[config.mk]
export PLATFORM = sky130hd
export DESIGN_NAME = lsu_mem_stage
export DESIGN_NICKNAME = d
export VERILOG_FILES = /design/src/rtl/lsu_pkg.sv /design/src/rtl/lsu_align_chk.sv /design/src/rtl/lsu_mem_stage.sv
export SDC_FILE = /design/constraint.sdc
export NUM_CORES = 1
export LEC_CHECK = 0
export CAP_MARGIN = 20
export CORE_MARGIN = 2
export CORE_UTILIZATION = 24
export CTS_CLUSTER_DIAMETER = 50
export DETAILED_ROUTE_END_ITERATION = 6
export PLACE_DENSITY = 0.61
export SYNTH_ARGS = -nofsm -noshare
export SYNTH_HDL_FRONTEND = slang
export SYNTH_SLANG_ARGS = --single-unit
[constraint.sdc]
create_clock -name clk -period 3.4 [get_ports clk]
set_clock_uncertainty 0.05 [all_clocks]
set_input_delay 0.51 -clock clk [delete_from_list [all_inputs] [get_ports clk]]
set_output_delay 0.51 -clock clk [all_outputs]
set_load 0.02 [all_outputs]
[src/rtl/lsu_pkg.sv]
// lsu_pkg: shared FSM states, funct3 encodings and fault codes for the load/store unit
package lsu_pkg;
  typedef enum logic [1:0] {IDLE, ACCESS, RESP} state_t;
  localparam logic [2:0] F3_B  = 3'b000;
  localparam logic [2:0] F3_H  = 3'b001;
  localparam logic [2:0] F3_W  = 3'b010;
  localparam logic [2:0] F3_BU = 3'b100;
  localparam logic [2:0] F3_HU = 3'b101;
  localparam logic [1:0] FLT_NONE       = 2'd0;
  localparam logic [1:0] FLT_MISALIGNED = 2'd1;
  localparam logic [1:0] FLT_ILLEGAL    = 2'd2;
endpackage

[src/rtl/lsu_align_chk.sv]
// lsu_align_chk: combinational funct3 legality and address alignment check
module lsu_align_chk
  import lsu_pkg::*;
(
  input  logic [2:0] funct3,
  input  logic       is_store,
  input  logic [1:0] addr,
  output logic       misaligned,
  output logic       illegal
);
  assign illegal = is_store ? (funct3 > F3_W)
                            : (funct3 == 3'b011 || funct3[2:1] == 2'b11);
  // alignment only matters once the size encoding is known to be legal
  assign misaligned = !illegal && ((funct3[1:0] == F3_H[1:0] && addr[0]) ||
                                   (funct3[1:0] == F3_W[1:0] && addr != 2'b00));
endmodule

[src/rtl/lsu_mem_stage.sv]
// lsu_mem_stage: load/store unit driving a comb-read/sync-write data memory, one request per two cycles.
// Optional LSU_PERF_CNT_EN adds load/store/fault event counters.
module lsu_mem_stage
  import lsu_pkg::*;
#(
  parameter int DATA_WIDTH = 32,
  parameter int ADDR_WIDTH = 32,
  parameter int RD_WIDTH   = 5
) (
  input  logic                  clk,
  input  logic                  reset,
  input  logic                  req_valid,
  output logic                  req_ready,
  input  logic                  req_is_store,
  input  logic [2:0]            req_funct3,
  input  logic [ADDR_WIDTH-1:0] req_addr,
  input  logic [DATA_WIDTH-1:0] req_wdata,
  input  logic [RD_WIDTH-1:0]   req_rd,
  output logic                  mem_wr_en,
  output logic [2:0]            mem_funct3,
  output logic [ADDR_WIDTH-1:0] mem_addr,
  output logic [DATA_WIDTH-1:0] mem_wr_data,
  input  logic [DATA_WIDTH-1:0] mem_rd_data,
  output logic                  rsp_valid,
  input  logic                  rsp_ready,
  output logic [RD_WIDTH-1:0]   rsp_rd,
  output logic [DATA_WIDTH-1:0] rsp_data,
  output logic                  rsp_misaligned,
  output logic                  rsp_illegal
`ifdef LSU_PERF_CNT_EN
  ,
  output logic [31:0]           load_cnt,
  output logic [31:0]           store_cnt,
  output logic [31:0]           fault_cnt
`endif
);
  state_t              state;
  logic                is_store_q;
  logic [RD_WIDTH-1:0] rd_q;
  logic                misaligned;
  logic                illegal;
  logic                fault;
  logic                accept;
  lsu_align_chk u_chk (
    .funct3    (mem_funct3),
    .is_store  (is_store_q),
    .addr      (mem_addr[1:0]),
    .misaligned(misaligned),
    .illegal   (illegal)
  );
  assign fault     = misaligned | illegal;
  assign req_ready = state == IDLE || (state == RESP && rsp_ready);
  assign rsp_valid = state == RESP;
  assign accept    = req_valid && req_ready;
  // reset gates the write combinationally so an aborted access never reaches memory
  assign mem_wr_en = state == ACCESS && is_store_q && !fault && !reset;
  always_ff @(posedge clk) begin
    if (reset) begin
      state          <= IDLE;
      is_store_q     <= 1'b0;
      rd_q           <= '0;
      mem_funct3     <= '0;
      mem_addr       <= '0;
      mem_wr_data    <= '0;
      rsp_rd         <= '0;
      rsp_data       <= '0;
      rsp_misaligned <= 1'b0;
      rsp_illegal    <= 1'b0;
    end else if (accept) begin
      state       <= ACCESS;
      is_store_q  <= req_is_store;
      rd_q        <= req_rd;
      mem_funct3  <= req_funct3;
      mem_addr    <= req_addr;
      mem_wr_data <= req_wdata;
    end else if (state == ACCESS) begin
      state          <= RESP;
      rsp_rd         <= (is_store_q || fault) ? '0 : rd_q;
      rsp_data       <= (is_store_q || fault) ? '0 : mem_rd_data;
      rsp_misaligned <= misaligned;
      rsp_illegal    <= illegal;
    end else if (state == RESP && rsp_ready) begin
      state <= IDLE;
    end
  end
`ifdef LSU_PERF_CNT_EN
  always_ff @(posedge clk) begin
    if (reset) begin
      load_cnt  <= '0;
      store_cnt <= '0;
      fault_cnt <= '0;
    end else if (state == ACCESS) begin
      load_cnt  <= load_cnt + 32'(!is_store_q && !fault);
      store_cnt <= store_cnt + 32'(is_store_q && !fault);
      fault_cnt <= fault_cnt + 32'(fault);
    end
  end
`endif
endmodule

### After elaboration in Yosys (flattened, before gate mapping)

Index checks and enable logic that the tools add are counted.

* register bits: 114
* input bits: 109
* output and inout bits: 109
* word-level logic and storage cells: 47

* order comparisons: 1
* equality and inequality tests: 6
* mux-type cells: 6
* bitwise logic cells: 2
* reduce and logical (&&, ||, !) cells: 21

Operator list (number)
* 32-bit 2-to-1 mux: 1
* 1-bit logical AND: 8
* 2-bit == test, second input constant: 3
* 5-bit 2-to-1 mux: 1
* 2-bit by 1-bit == test with 1-bit output, second input constant: 2
* 1-bit logical OR: 4
* 2-bit 2-to-1 mux: 2
* 2-bit nonzero test: 2
* 3-bit by 2-bit == test with 1-bit output, second input constant: 1
* 3-bit by 2-bit > comparator with 1-bit output, second input constant: 1
* 1-bit zero test: 3
* 3-bit nonzero test: 1
* 2-bit zero test: 1
* 1-bit 2-to-1 mux: 2
* 2-bit AND reduction: 1
* 2-bit OR reduction: 1
* 1-bit NOT: 1
* 1-bit OR: 1

### Logic depth before layout (Yosys ltp)

* word-level depth: 9
* gate-level depth with buffers: 6
* mapped depth without buffers: 3

### Cells and area by module

A second synthesis with hierarchy kept.

* cell total of the unflattened synthesis: 443
* area, all modules: 4460.5 um^2

By module, submodules not included
* lsu_mem_stage: times used 1, cells each 435, area an instance 4418.0 um^2, sequential area each 2282.2 um^2
* lsu_align_chk: times used 1, cells each 8, area an instance 42.5 um^2, sequential area each 0.0 um^2

### Worst setup path before layout

Ideal clock, no wire load.

* path kind: flip-flop to output port
* start point: register mem_funct3[0]
* end point: output mem_wr_en
* arrival: 1655 ps
* data required time: 2840 ps
* setup slack: 1185 ps
* cell stages (with the launch flop): 5
* path buffers: 1
* cells stage by stage: dfxtp_1 -> buf_6 -> and3b_2 -> a21oi_1 -> nor4bb_1

* cells in the longest elaborated chain, start to end: 9
* elaborated cells between the ends (all ways): 15
* those cells by class: 1 x order compare; 3 x eq/ne; 1 x mux; 1 x bitwise; 9 x reduce/logical

Ends and longest elaborated chain
* from (decl): line lsu_mem_stage.sv:20 `output logic [2:0] mem_funct3,`
* from (signal assigned): line lsu_mem_stage.sv:73 `mem_funct3 <= req_funct3;`
* branches (longest 5 deep; another with 3-bit by 2-bit > comparator with 1-bit output)
* 1-bit OR *: line lsu_mem_stage.sv:51 `assign fault = misaligned | illegal;`
* 1-bit zero test *: line lsu_mem_stage.sv:56 `assign mem_wr_en = state == ACCESS && is_store_q && !fault && !reset;`
* 1-bit logical AND * (2 in series): line lsu_mem_stage.sv:56
* to (decl): line lsu_mem_stage.sv:19 `output logic mem_wr_en,`

Mark *: on every way between the ends.

### Final worst setup path

Same ends and word-level chain as after synthesis.

==> results by group <==
Worst setup path
  • Crit-path max cell delay: 0.69 ns
  • CP Capture Type: primary output
  • CP arrival: 2.33 ns
  • Worst path cell trace: and3b_2 -> a21oi_1 -> nor4bb_1 -> clkdlybuf4s50_1
  • Worst R2R Setup Slack: between 1.5 and 2 ns
  • Worst r2r dst: mem_addr[0]
  • CP required: between 2 and 3 ns
  • Startpoint class of the critical path: register
  • R2R cell count: 5
  • Crit path buf inv count: 1
  • Cell type of the slowest stage on the worst timing path: clkdlybuf4s50_1
  • CP max FO: 7
  • R2R Path Start: state[0]
  • CP Class: register to primary output
  • Top delay family on crit path: buffers and inverters

Timing
  • Period utilization: between 80% and 90%
  • TNS Setup: 0 ns
  • Max Slew Vio Count: 0
  • RSZ-0062 raised after global routing: no
  • Final Hold Viols: 0
  • Endpoints failing setup: 0
  • Tightest Pin Transition: between 0.9 and 1 ns
  • Setup WS post-layout: approximately 0.51 ns
  • Max Freq: between 0.3 and 0.4 GHz
  • Final min period: just under 3 ns
  • Relative slew slack: 38.5%

Drt
  • Met1 Wirelength: ~8200 um
  • Met2 WL: a little under 9000 um
  • Wire length per cell: 18.3 um
  • Antenna viol nets, final: 0
  • Max layer used: met4
  • DR iter-0 viols: between 200 and 300
  • Vias post-DR: ~5.4k
  • Met3 wire len: around 2000 um
  • # DRC: 0
  • Detailed Route WL: 19300 um
  • Vias/cell: 5.15
  • Initial DRT Pass Iterations: 4

Yosys
  • Synth warn: 0
  • Synth Register Bits: around 110
  • Synthesized netlist net count: a little over 700
  • Main area contributors after synthesis: dfxtp_1 (44%), o2111ai_1 (12%), a21oi_1 (11%), o31ai_1 (10%), nor2b_1 (4.5%)
  • Mapped Area: between 5000 and 6000 um2
  • Netlist cell types: 27
  • Cells after Synth: roughly 600
  • Leading area contributor after synthesis: dfxtp_1
  • Synth top area share: between 40% and 50%
  • Post-synthesis sequential area ratio: 43.6%
  • Mean Syn Cell Area: between 8 and 9 um2

Run status
  • Status: complete, no violations

Job
  • Max Cap Violations: 0

Finish
  • Final non-filler cell total: between 1k and 1.5k
  • Area Growth Syn to Fin: 53.3%
  • Final Net Count: 866
  • Layout cell share with drive strength beyond 1: 7.15%
  • Filler cell count: approximately 2.2k

Die
  • IO Pins: around 220
  • Initial Utilization: between 20% and 30%
  • Die width: between 150 and 200 um
  • Die footprint: approximately 23000 um2
  • Core area: around 22000 um2
  • Die Y: roughly 150 um
  • Row count: 54

CTS
  • Post-CTS Setup Inserts: 0
  • Post-cts resize count: 0
  • Sink Count: about 110
  • CTS max path bufs: 2
  • CTS Buf Count: 17
  • Level count of the clock H-tree: 4
  • Worst-path clk slew: ~0.050 ns
  • Post-CTS Hold Fix Bufs: 0
  • CTS tree: done
  • Root Buffer: clkbuf_16
  • Clk_lat worst skew: ~0.41 ns

Min path
  • Hold depth: 2
  • Hold Path End: rsp_data[18]
  • Hold_sp: rsp_data[18]
  • Hold crit path type: register to register

Place
  • Place WS: 0.923 ns
  • DPL Wire Length: about 11000 um
  • Placed Cells: about 1k
  • Port Buf Inserts: about 220
  • Gpl congestion: a little over 0.7

Global routing
  • Vias in the first global route: roughly 5.2k
  • Initial antenna violation count: 1
  • Grt ovf: 0
  • GRT Resource Usage Total: between 10% and 20%
  • First-pass GRT wire length: between 20000 and 30000 um
  • Largest net degree at the start of global routing: 80

Pwr
  • Cell Pwr Density: 490 nW/um2
  • Total Power: 3.93 mW
  • Leakage: 2.76 nW
  • Worst IR Drop VDD: ~0.00031 V
## placed cells by master, fill, tap and decap left out, types with 2 or more instances in the layout
| cell type | netlist | routed |
|---|---|---|
| nand2_1 | 38 | 38 |
| bufinv_16 | 0 | 2 |
| nand4_1 | 37 | 37 |
| o31ai_1 | 73 | 73 |
| buf_2 | 17 | 2 |
| nor2_1 | 4 | 4 |
| clkinvlp_4 | 0 | 2 |
| buf_12 | 0 | 2 |
| clkbuf_8 | 0 | 3 |
| o21ai_0 | 2 | 2 |
| dfxtp_1 | 114 | 113 |
| buf_4 | 2 | 13 |
| clkbuf_16 | 0 | 17 |
| diode_2 | 0 | 2 |
| nor2b_1 | 38 | 37 |
| clkdlybuf4s50_1 | 0 | 214 |
| o2111ai_1 | 73 | 73 |
| clkinv_2 | 0 | 5 |
| inv_2 | 1 | 3 |
| a21oi_1 | 113 | 113 |
## kinds of logic (layout without fill, tap and decap cells)
| kind of cell | after synthesis | after routing | synth area share (%) |
|---|---|---|---|
| and+or+nand+nor | 123 | 123 | 12.8 |
| DFF | 114 | 114 | 43.6 |
| other | 0 | 2 | 0 |
| buffers and inverters | 93 | 266 | 8.80 |
| AOI/OAI and AO/OA | 265 | 265 | 34.6 |
| xor gates and xnor gates | 1 | 1 | 0.167 |
## sequential cells by signal, summed over array words and instances, names as in the netlist
register	count
is_store_q	1
rd_q	5
mem_funct3	3
state	2
rsp_illegal	1
rsp_rd	5
rsp_misaligned	1
mem_wr_data	32
mem_addr	32
rsp_data	32
## cells in the mapped netlist (all sizes together)
master and number:
or3 1, nand3 1, nor2b 38, buf 40
xor2 1, nand2b 1, nor4bb 1, nand2 38
o21ai 3, o211a 1, o31ai 74, and2b 1
o211ai 1, nor2 4, a21oi 113, o2111ai 73
nand4 37, clkbuf 49, dfxtp 114, and3b 1
inv 4
## how the worst max path moves through the flow
stage,slack [ns],end,start,cells after the start
6_report,0.51,mem_wr_en,mem_funct3[0],4
5_1_grt,0.34,mem_wr_en,mem_funct3[0],4
4_1_cts,0.48,mem_wr_en,mem_funct3[0],4
3_5_place_dp,0.92,mem_wr_en,mem_funct3[0],4
3_3_place_gp,0.98,mem_wr_en,mem_funct3[0],4
2_1_floorplan,1.18,mem_wr_en,mem_funct3[0],4
## per-stage QoR
stage                     util, %  area [um2]  hold WS, ns
after global routing         37.1        8020        0.421
after global placement       34.4        7440        0.392
after detailed placement     34.4        7440        0.396
final                        37.1        8020        0.402
after floorplan                 -        5230        0.394
after CTS                    37.1        8020        0.404
## layer usage
metal / vias to the layer above / track usage, %
li1: 2614 / -
met1: 2586 / 19.4
met2: 187 / 26.3
met3: 21 / 7.34
met4: 0 / 5.60
met5: - / 0
## area by class of cell
cell class              count  area [um2]  area share [%]
flip-flops and latches    114        2280            28.5
repair buffers            231        2290            28.5
multi-input cells         389        2500            31.1
clock buffers              21         470            5.86
well taps                 280         350            4.37
clock inverters            10         109            1.36
inverters                   4        15.0           0.187
diodes                      2        5.00          0.0624
## worst reg2reg max path, stage by stage (launching register included)
cell       delay (ns)
dfxtp_2          0.35
buf_4            0.25
inv_2            0.45
buf_12           0.32
o2111ai_1        0.19
a21oi_1          0.16
## where the power goes
part / switching (mW) / total (mW) / internal (mW)
sequential: 0.0457 / 1.46 / 1.42
clock: 0.640 / 1.77 / 1.13
combinational: 0.380 / 0.708 / 0.327
Power figures use the tool's default switching activity.
